## src/rtl/clock_controller.sv

```systemverilog
`default_nettype none
// clock_controller: CPU clock source -- free-run divider, single-step button, halt/resume.
// Define CLKCTL_DEBOUNCE_EN to add a DEB_CNT-sample debounce filter on the step button.
module clock_controller #(
  parameter int DIV_W   = 16,
  parameter int DEB_CNT = 255
) (
  input  logic             clk,
  input  logic             rst,
  input  logic             select,
  input  logic             hlt,
  input  logic             push,
  input  logic             resume,
  input  logic [DIV_W-1:0] div,
  output logic             clk_en,
  output logic             clk_out,
  output logic             halted,
  output logic [1:0]       mode,
  output logic [15:0]      tick_cnt
);

  typedef enum logic [1:0] {
    MANUAL = 2'b00,
    RUN    = 2'b01,
    HALTED = 2'b10
  } state_t;

  state_t           state_q, state_d;
  logic [DIV_W-1:0] cnt_q, cnt_d;
  logic             clk_en_q, clk_en_d;
  logic             halted_q, halted_d;
  logic             clk_out_q, clk_out_d;
  logic [15:0]      tick_cnt_q, tick_cnt_d;
  logic             sync1_q, sync2_q;
  logic             prev_q;
  logic             btn_level;
  logic             rise;

  always_ff @(posedge clk or posedge rst) begin
    if (rst) begin
      sync1_q <= 1'b0;
      sync2_q <= 1'b0;
    end else begin
      sync1_q <= push;
      sync2_q <= sync1_q;
    end
  end

`ifdef CLKCTL_DEBOUNCE_EN
  localparam int DEB_W = (DEB_CNT > 1) ? $clog2(DEB_CNT + 1) : 1;

  logic             deb_q, deb_d;
  logic [DEB_W-1:0] deb_cnt_q, deb_cnt_d;

  // Level only follows the synchronizer after DEB_CNT consecutive differing samples.
  always_comb begin
    deb_d     = deb_q;
    deb_cnt_d = '0;
    if (sync2_q != deb_q) begin
      if (deb_cnt_q == DEB_W'(DEB_CNT - 1)) begin
        deb_d = sync2_q;
      end else begin
        deb_cnt_d = deb_cnt_q + DEB_W'(1);
      end
    end
  end

  always_ff @(posedge clk or posedge rst) begin
    if (rst) begin
      deb_q     <= 1'b0;
      deb_cnt_q <= '0;
    end else begin
      deb_q     <= deb_d;
      deb_cnt_q <= deb_cnt_d;
    end
  end

  assign btn_level = deb_q;
`else
  logic deb_unused;
  assign deb_unused = (DEB_CNT == 0);
  assign btn_level  = sync2_q;
`endif

  // Edge tracking runs in every state so a press held across a mode change never fires.
  always_ff @(posedge clk or posedge rst) begin
    if (rst) prev_q <= 1'b0;
    else     prev_q <= btn_level;
  end

  assign rise = btn_level & ~prev_q;

  always_comb begin
    state_d  = state_q;
    cnt_d    = '0;
    clk_en_d = 1'b0;
    if (hlt) begin
      state_d = HALTED;
    end else begin
      case (state_q)
        MANUAL: begin
          if (select) state_d = RUN;
          else        clk_en_d = rise;
        end
        RUN: begin
          if (!select) begin
            state_d = MANUAL;
          end else if (cnt_q >= div) begin
            clk_en_d = 1'b1;
          end else begin
            cnt_d = cnt_q + DIV_W'(1);
          end
        end
        HALTED: begin
          if (resume) state_d = select ? RUN : MANUAL;
        end
        default: state_d = MANUAL;
      endcase
    end
    halted_d   = (state_d == HALTED);
    clk_out_d  = clk_out_q ^ clk_en_q;
    tick_cnt_d = tick_cnt_q + {15'd0, clk_en_q};
  end

  always_ff @(posedge clk or posedge rst) begin
    if (rst) begin
      state_q    <= MANUAL;
      cnt_q      <= '0;
      clk_en_q   <= 1'b0;
      halted_q   <= 1'b0;
      clk_out_q  <= 1'b0;
      tick_cnt_q <= 16'd0;
    end else begin
      state_q    <= state_d;
      cnt_q      <= cnt_d;
      clk_en_q   <= clk_en_d;
      halted_q   <= halted_d;
      clk_out_q  <= clk_out_d;
      tick_cnt_q <= tick_cnt_d;
    end
  end

  assign clk_en   = clk_en_q;
  assign clk_out  = clk_out_q;
  assign halted   = halted_q;
  assign mode     = state_q;
  assign tick_cnt = tick_cnt_q;

endmodule
`default_nettype wire

```

## config.mk

```make
export PLATFORM = sky130hd
export DESIGN_NAME = clock_controller
export DESIGN_NICKNAME = d
export VERILOG_FILES = /design/src/rtl/clock_controller.sv
export SDC_FILE = /design/constraint.sdc
export NUM_CORES = 1
export LEC_CHECK = 0
export ABC_CLOCK_PERIOD_IN_PS = 2450
export CORE_MARGIN = 8
export CORE_UTILIZATION = 51
export CTS_CLUSTER_DIAMETER = 50
export DETAILED_ROUTE_END_ITERATION = 16
export GPL_TIMING_DRIVEN = 0
export PLACE_DENSITY_LB_ADDON = 0.25
export SKIP_CTS_REPAIR_TIMING = 1
export SYNTH_ARGS = -nofsm -noshare
export SYNTH_HDL_FRONTEND = slang
export SYNTH_SLANG_ARGS = --single-unit
```

## constraint.sdc

```tcl
create_clock -name clk -period 2.45 [get_ports clk]
set_input_delay 0.49 -clock clk [delete_from_list [all_inputs] [get_ports clk]]
set_output_delay 0.49 -clock clk [all_outputs]
set_load 0.005 [all_outputs]
```

==> impl_metrics.env <==
export IMPL_fin_hold_ws_ps=368
export IMPL_critPathArrivalTime_ps=2530
export IMPL_htree_levels=2
export IMPL_final_setup_viol_count=0
export IMPL_critPathMaxFanout=10
export IMPL_cts_root_buf="clkbuf_8"
export IMPL_finalClockSkew_ps=4.86
export IMPL_worst_slew_pin_slew_ps=790
export IMPL_final_fill_count=326
export IMPL_synth_seq_cells=40
export IMPL_end_kind="flop"
export IMPL_cts_num_sinks=40
export IMPL_syn_inst=203
export IMPL_grt_overflow_total=0
export IMPL_antennaDiodeCount=0
export IMPL_leakage_nw=1.27
export IMPL_ys_seq_area_frac=0.480
export IMPL_die_x_um=79.9
export IMPL_dp_hpwl_um=3120
export IMPL_cpPeakStageDelay_ps=520
export IMPL_gp_congestion=0.759
export IMPL_slowest_stage="or4b_4"
export IMPL_drc=0
export IMPL_clk_pin_slew_ps=70
export IMPL_fin_crit_ps=2350
export IMPL_vias_per_cell=5.17
export IMPL_start_kind="input pin"
export IMPL_numCtsBuffers=5
export IMPL_port_buffer_count=42
export IMPL_synth_area_per_cell_um2=10.3
export IMPL_grt_max_degree=41
export IMPL_synth_cell_types=28
export IMPL_fmax_ghz=0.425
export IMPL_hold_depth=0
export IMPL_slew_viol_final=0
export IMPL_area_delta_synth_final_pct=29.4
export IMPL_final_area_um2=2700
export IMPL_clockBufferDepth=2
export IMPL_coreArea_um2=3970
export IMPL_die_height_um=79.9
export IMPL_die_area_um2=6390
export IMPL_maxCapViolations=0
export IMPL_hold_path_class="reg2reg"
export IMPL_grt_usage=0.136
export IMPL_drt_pass1_iterations=4
export IMPL_status="finished clean"
export IMPL_cts_tree="yes"
export IMPL_synth_area_um2=2080
export IMPL_wl_per_cell_um=13.5
export IMPL_vdd_drop_max_uv=383
export IMPL_rsz0062_at_grt="false"
export IMPL_hold_viol=0
export IMPL_vias=1560
export IMPL_drtIter0Drc=44
export IMPL_relSlewSlack=0.472
export IMPL_drive_above_1_share=0.0476
export IMPL_antenna_left=0
export IMPL_antenna_found_initial=0
export IMPL_required_ps=2630
export IMPL_yosys_warnings=0
export IMPL_wirelength_um=4060
export IMPL_grt_pass1_vias=1534
export IMPL_rows=23
export IMPL_fin_crit_sh=0.960
export IMPL_path_cells="clkdlybuf4s50_1, inv_1, ha_1, nand4_2, nor2_1, or4b_4, nand4_4, buf_6, nor2_1"
export IMPL_clkLatencyLatePin_ps=290
export IMPL_path_class="in2reg"
export IMPL_start_util=0.525
export IMPL_crit_top_cell="nor2_1"
export IMPL_final_util=0.679
export IMPL_cellPowerDensity_nw_per_um2=521
export IMPL_synth_nets=244
export IMPL_dpl_cell_area_um2=2570
export IMPL_ios=43
export IMPL_worstRegToRegCells=7
export IMPL_grt_pass1_wl_um=6910
export IMPL_finalNetCount=293
==> logic make-up after synthesis <==
kind of cell	after synthesis	share of synthesized area
simple gates	79	0.200
flops	40	0.480
xor+xnor	29	0.122
buf+inv	22	0.0432
fa+ha+maj	19	0.114
compound gates	14	0.0408
==> sequential cells by signal, indices dropped and copies added, names as in the netlist <==
name,cells
cnt_q,16
mode,2
clk_out,1
halted,1
tick_cnt,16
btn_level,1
prev_q,1
sync1_q,1
clk_en,1
==> worst paths after layout <==
check	end	slack [ps]	start
worst min-delay path	btn_level	370	sync1_q
worst min register to register	btn_level	370	sync1_q
min in group asynchronous	tick_cnt[8]	660	rst
worst max register to register	cnt_q[13]	340	cnt_q[13]
max in group asynchronous	cnt_q[10]	1290	rst
worst max-delay path	cnt_q[13]	100	div[15]
==> cell type report <==
type | count | area (um^2) | area share
Inverter | 20 | 75.1 | 0.0278
Clock buffer | 5 | 68.8 | 0.0255
Sequential cell | 40 | 1000 | 0.371
Buffer | 2 | 15.0 | 0.00557
Tap cell | 50 | 62.6 | 0.0232
Multi-Input combinational cell | 141 | 993 | 0.368
Timing Repair Buffer | 42 | 420 | 0.156
Clock inverter | 2 | 60.1 | 0.0223
==> stage by stage <==
step / setup TNS (ps) / worst slack, ps / power, mW / cells
floorplan: 0 / 475 / 0.734 / 203
global placement: -1860 / -185 / 0.797 / 295
detailed placement: -2210 / -198 / 0.800 / 295
CTS: 0 / 108 / 1.42 / 302
global route: 0 / 8.65 / 1.46 / 302
finish: 0 / 97.6 / 1.40 / 302
==> critical path, delay by kind of cell <==
family                     cells  cell delay [ps]
adders and majority gates      1              300
buffers and inverters          3              660
and+or+nand+nor                5             1080
==> placed cells by master (no fill, tap or decap), types with 2 or more instances in the layout <==
cell type	n
and4_1	2
nand2_1	11
o21ai_0	3
clkdlybuf4s50_1	42
nand3_1	17
and3_1	5
and3b_1	2
ha_1	19
nor3_1	2
bufinv_16	2
nand4_1	6
inv_1	19
xor2_1	17
clkbuf_8	5
nor2_1	27
xnor2_1	12
dfrtp_1	40
a21o_1	2
a21oi_1	6
==> cells in the mapped netlist <==
| library cell | count | area share |
|---|---|---|
| dfrtp_1 | 40 | 0.48 |
| nand4_2 | 1 | 0.0060 |
| buf_6 | 1 | 0.0054 |
| clkbuf_1 | 1 | 0.0018 |
| o21ai_0 | 3 | 0.0072 |
| nand4_4 | 1 | 0.010 |
| o21a_1 | 1 | 0.0036 |
| a2111oi_0 | 1 | 0.0042 |
| or4b_4 | 1 | 0.0066 |
| nor4_1 | 1 | 0.0030 |
| nor4b_1 | 1 | 0.0042 |
| and3b_1 | 2 | 0.0084 |
| nand4_1 | 6 | 0.018 |
| a21o_1 | 2 | 0.0072 |
| nand2b_1 | 1 | 0.0030 |
| a21oi_1 | 6 | 0.014 |
| a41oi_1 | 1 | 0.0042 |
| inv_1 | 20 | 0.036 |
| and4_1 | 2 | 0.0084 |
| nor3_1 | 2 | 0.0048 |
| nand2_1 | 11 | 0.020 |
| nand3_1 | 17 | 0.041 |
| xnor2_1 | 12 | 0.050 |
| ha_1 | 19 | 0.11 |
| and3_1 | 5 | 0.015 |
| xor2_1 | 17 | 0.071 |
| nor2_1 | 27 | 0.049 |
| nor2b_1 | 1 | 0.0030 |
==> where the power goes <==
part	leakage [nW]	switching, mW	internal (mW)	total [mW]
clock	0.0642	0.219	0.401	0.620
combinational	0.667	0.0423	0.0622	0.105
sequential	0.544	0.00815	0.672	0.680
total	1.27	0.270	1.14	1.40
==> routing by layer <==
layer,part of all wire,GRT usage
met1,0.46,0.163
met2,0.46,0.213
met4,0.016,0.0545
met5,0,0
met3,0.060,0.0507
Power figures use the tool's default switching activity.
==> RTL edit 1 (same flow settings) <==
Change the parameter `DIV_W` from 16 to 24.
--- a/src/rtl/clock_controller.sv
+++ b/src/rtl/clock_controller.sv
@@ -3,5 +3,5 @@
 // Define CLKCTL_DEBOUNCE_EN to add a DEB_CNT-sample debounce filter on the step button.
 module clock_controller #(
-  parameter int DIV_W   = 16,
+  parameter int DIV_W   = 24,
   parameter int DEB_CNT = 255
 ) (
Ports: changed (resized div); port bits go from 43 to 51. No check against the original RTL was run, so the function may have changed too.
==> RTL edit 1 against the unedited design <==
The flow now finishes with violations (setup timing). Sequential power grew 20%. Cell count grew 37%. Via count grew 44%. First-iteration DRC count grew 150%. Setup slack lost 0.10 ns. Total power grew 9.4%. Die area grew 26%. Synthesized area grew 33%. Sequential cell count grew 8. Clock power shrank 6.0%. Combinational power grew 34%. Design area grew 39%. Critical path depth shrank 2. Routed wire length grew 61%. Largest power group unchanged.
==> RTL edit 1: results (changes against the unedited design) <==
outcome: "finished with violations"
violations: "setup timing"
drive_gt1_frac: 0.146  # +0.0986
pre_cts_slack_ns: -0.448  # -0.249 ns
fill_cells: 422  # +29%
clkTransAtPathRegs_ns: 0.09  # +0.02 ns
grt_max_degree: 37  # -9.8%
clock_sinks: 48  # +20%
wl_per_cell_microns: 15.8  # +17%
dpl.hpwl_mm: 4.49  # +44%
placement.io_buffers: 50  # +19%
clk_share: 0.0308  # -0.0170
worst-endpoint-arrival_ns: 2.61  # +0.08 ns
skew_ns: 0.00521  # +0.000348 ns
peakVddDrop_uv: 304  # -21%
inverters_excl_clock: 29  # +45%
place.gp.congestion: 0.786  # +3.6%
multi_input_cells: 195  # +38%
core_sq_um: 5370  # +35%
setup_viol: 1  # +1
grtUsageTotal: 0.151  # +0.0152
ys_top_cells_by_count: "48 x dfrtp_1, 29 x inv_1, 27 x ha_1"
seq_area_sq_um: 1200  # +20%
tns_ns: -0.00403  # -0.00403 ns
synthTopCellsByArea: "dfrtp_1 43%, ha_1 12%, xor2_1 6.6%, xnor2_1 5.0%, inv_1 3.9%"
multi_input_area_sq_um: 1570  # +58%
p_leak_nw: 1.80  # +41%
synth_cell_types: 32  # +14%
maxSlewHeadroom: 0.469  # -0.00336
synth_nets: 334  # +37%
setup_ws_ns: -0.00403  # -0.102 ns
-- RTL edit 1: through the flow --
stage | cell area, sq um | total power, mW | util | std cells
floorplan | 2780 | 0.877 | - | 277
global route | 3740 | 1.60 | 0.696 | 414
detailed placement | 3390 | 0.964 | 0.631 | 400
finish | 3740 | 1.54 | 0.696 | 414
CTS | 3500 | 1.54 | 0.652 | 408
global placement | 3370 | 0.956 | 0.627 | 399
-- RTL edit 1: critical path, cell delays in order, from the launching register on --
cell	delay, ns
dfrtp_1	0.48
ha_1	0.32
nand4_1	0.17
or4_4	0.60
o311ai_4	0.37
buf_4	0.19
buf_8	0.13
nor3_2	0.05
-- RTL edit 1: final timing paths --
check | from | end | slack (ns) | depth (start not counted)
worst max-delay path | cnt_q[16] | cnt_q[15] | -0.004 | 7
worst min-delay path | sync1_q | btn_level | 0.36 | 0
worst max register to register | cnt_q[16] | cnt_q[15] | -0.004 | 7
worst min register to register | sync1_q | btn_level | 0.36 | 0
max in group asynchronous | rst | cnt_q[2] | 1.53 | 3
min in group asynchronous | rst | tick_cnt[11] | 0.44 | 2
-- RTL edit 1: routing by layer --
layer  wire length [microns]  GRT usage
met1                    2800      0.177
met3                     238     0.0391
met2                    3360      0.254
met5                       0          0
met4                     146     0.0635
-- RTL edit 1: logic make-up after synthesis --
family	Yosys count	share of synthesized area
AO/OA/AOI/OAI	26	0.0631
XOR/XNOR	37	0.117
adder cells (fa/ha/maj)	27	0.122
buffers and inverters	34	0.0514
flip-flops	48	0.433
AND/OR/NAND/NOR	105	0.215
-- RTL edit 1: power groups by stage --
stage,Combinational (mW),Clock (mW),Sequential (mW)
after floorplan,0.0489,0,0.828
after global placement,0.128,0,0.828
after detailed placement,0.135,0,0.828
after CTS,0.136,0.594,0.813
after global routing,0.157,0.630,0.815
final,0.141,0.583,0.813
==> RTL edit 2 (config.mk and constraints unchanged) <==
Made on the original files. Add an input register stage for `div`, with the module's reset; this delays it by one clock. The other inputs are not delayed to match.
--- a/src/rtl/clock_controller.sv
+++ b/src/rtl/clock_controller.sv
@@ -25,4 +25,14 @@
     HALTED = 2'b10
   } state_t;
+
+  logic [DIV_W-1:0] div_q;
+
+  always_ff @(posedge clk or posedge rst) begin
+    if (rst) begin
+      div_q <= '0;
+    end else begin
+      div_q <= div;
+    end
+  end
 
   state_t           state_q, state_d;
@@ -106,5 +116,5 @@
           if (!select) begin
             state_d = MANUAL;
-          end else if (cnt_q >= div) begin
+          end else if (cnt_q >= div_q) begin
             clk_en_d = 1'b1;
           end else begin
Behaviour: not the same (a bounded check fails within 4 cycles, from zero or initial values and one cycle with rst high).
==> RTL edit 2 against the unedited design <==
Setup slack gained 0.22 ns. Routed wire length grew 16%. Register-to-register slack lost 0.02 ns. Largest power group unchanged. Synthesized area grew 19%. Sequential share of layout area grew 8.0 points. Global-route usage grew 0.76 points. Sequential power grew 41%. Total power grew 14%. Design area grew 15%. Sequential cell count grew 16. Worst hold slack lost 0.0039 ns. Synthesized cell count grew 7.9%. First-iteration DRC count grew 36%.
==> RTL edit 2: results (changes against the unedited design) <==
dpl.hpwl_mm: 3.54  # +13%
via_per_inst: 5.04  # -2.5%
synthTopCellsByArea: "dfrtp_1 56%, ha_1 9.6%, xor2_1 6.0%, xnor2_1 4.2%, nor2_1 4.1%"
outcome: "complete, no violations"
dr_wl_met2_mm: 2.34  # +24%
synth-main-ff-cell: "dfrtp_1"
maxSlewHeadroom: 0.680  # +0.208
root_buffer: "clkbuf_8"
min_path_cells: 0  # unchanged
timing.final.crit_period_ns: 2.13  # -0.222 ns
dp_cells: 329  # +12%
met1_length_mm: 2.09  # +12%
clkTransAtPathRegs_ns: 0.10  # +0.03 ns
dr.pass1.iters: 4  # unchanged
vias: 1697  # +8.8%
p_leak_nw: 1.45  # +14%
cts.path.max_buffers: 2  # unchanged
place.gp.congestion: 0.745  # -1.9%
cts-htree-levels: 2  # unchanged
peakVddDrop_uv: 406  # +5.8%
ys_warn_count: 0  # unchanged
drt_iter0_markers: 60  # +36%
yosysSeqAreaShare: 0.564  # +0.0838
clkLatencyLatePin_ns: 0.31  # +0.02 ns
grt_max_degree: 45  # +9.8%
ys_top_cells_by_count: "56 x dfrtp_1, 27 x nor2_1, 20 x inv_1"
crit_slowest_cell: "or4b_4"
worst-endpoint-arrival_ns: 2.33  # -0.20 ns
use_met3: 0.0363  # -0.0144
met3_length_microns: 171  # -29%
skew_ns: 0.00430  # -0.000560 ns
placed_area_sq_um: 3010  # +17%
r2r_slack_ns: 0.32  # -0.02 ns
r2r-start: "cnt_q[13]"
fin_nets: 310  # +5.8%
synth_nets: 260  # +6.6%
grt_pass1_vias: 1783  # +16%
syn-instance-count: 219  # +7.9%
grt_pass1_wl_mm: 8.30  # +20%
drive_gt1_frac: 0.0519  # +0.00423
max_stage_delay_ns: 0.52  # about the same
min_path_type: "flop to flop"
pre_cts_slack_ns: 0.290  # +0.488 ns
holdPathEnd: "btn_level"
grtUsageTotal: 0.143  # +0.00763
reg2reg_to: "cnt_q[14]"
antenna_found_initial: 0  # unchanged
ff2ff_path_depth: 7  # unchanged
use_met1: 0.169  # +0.00563
grtUsageMet2: 0.243  # +0.0292
synth-async-reset-ratio: 1.00  # unchanged
totalWireLength_mm: 4.70  # +16%
## RTL edit 2: cell count changes after synthesis, sizes merged
cell,unedited run,this run
dfrtp,40,56
## RTL edit 2: kinds of logic (layout without fill, tap and decap cells)
logic type	count (synthesis)	after routing	synth area share
and+or+nand+nor	79	79	0.168
DFF	56	56	0.564
xor gates and xnor gates	29	29	0.102
buffers and inverters	22	73	0.0363
adders and majority gates	19	19	0.0957
AOI/OAI and AO/OA	14	14	0.0342
## RTL edit 2: area by class of cell
class | instances | area, sq um
plain buffers | 2 | 15.0
clock buffers | 6 | 82.6
clock inverters | 2 | 15.0
fillers | 360 | 1620
inverters | 20 | 75.1
multi-input cells | 141 | 993
flip-flops and latches | 56 | 1400
well taps | 67 | 83.8
repair buffers | 43 | 440
## RTL edit 2: worst max-delay path by stage
stage | from | to | slack, ns
2_1_floorplan | cnt_q[13] | cnt_q[12] | 0.58
3_3_place_gp | rst | div_q[15] | -0.39
3_5_place_dp | hlt | cnt_q[11] | 0.29
4_1_cts | cnt_q[0] | cnt_q[11] | 0.25
5_1_grt | cnt_q[0] | cnt_q[14] | 0.09
6_report | cnt_q[13] | cnt_q[14] | 0.32
## RTL edit 2: stage by stage
step           hold slack [ns]  utilization  TNS, ns
6_report                 0.364        0.658        0
5_1_grt                  0.372        0.658        0
4_1_cts                  0.367        0.658        0
3_5_place_dp             0.345        0.637        0
3_3_place_gp             0.332        0.633   -21.44
2_1_floorplan            0.331            -        0
## RTL edit 2: where the power goes
part	switching (mW)	internal (mW)	leakage, nW
sequential	0.0124	0.949	0.731
combinational	0.0485	0.0660	0.676
clock	0.295	0.229	0.0434
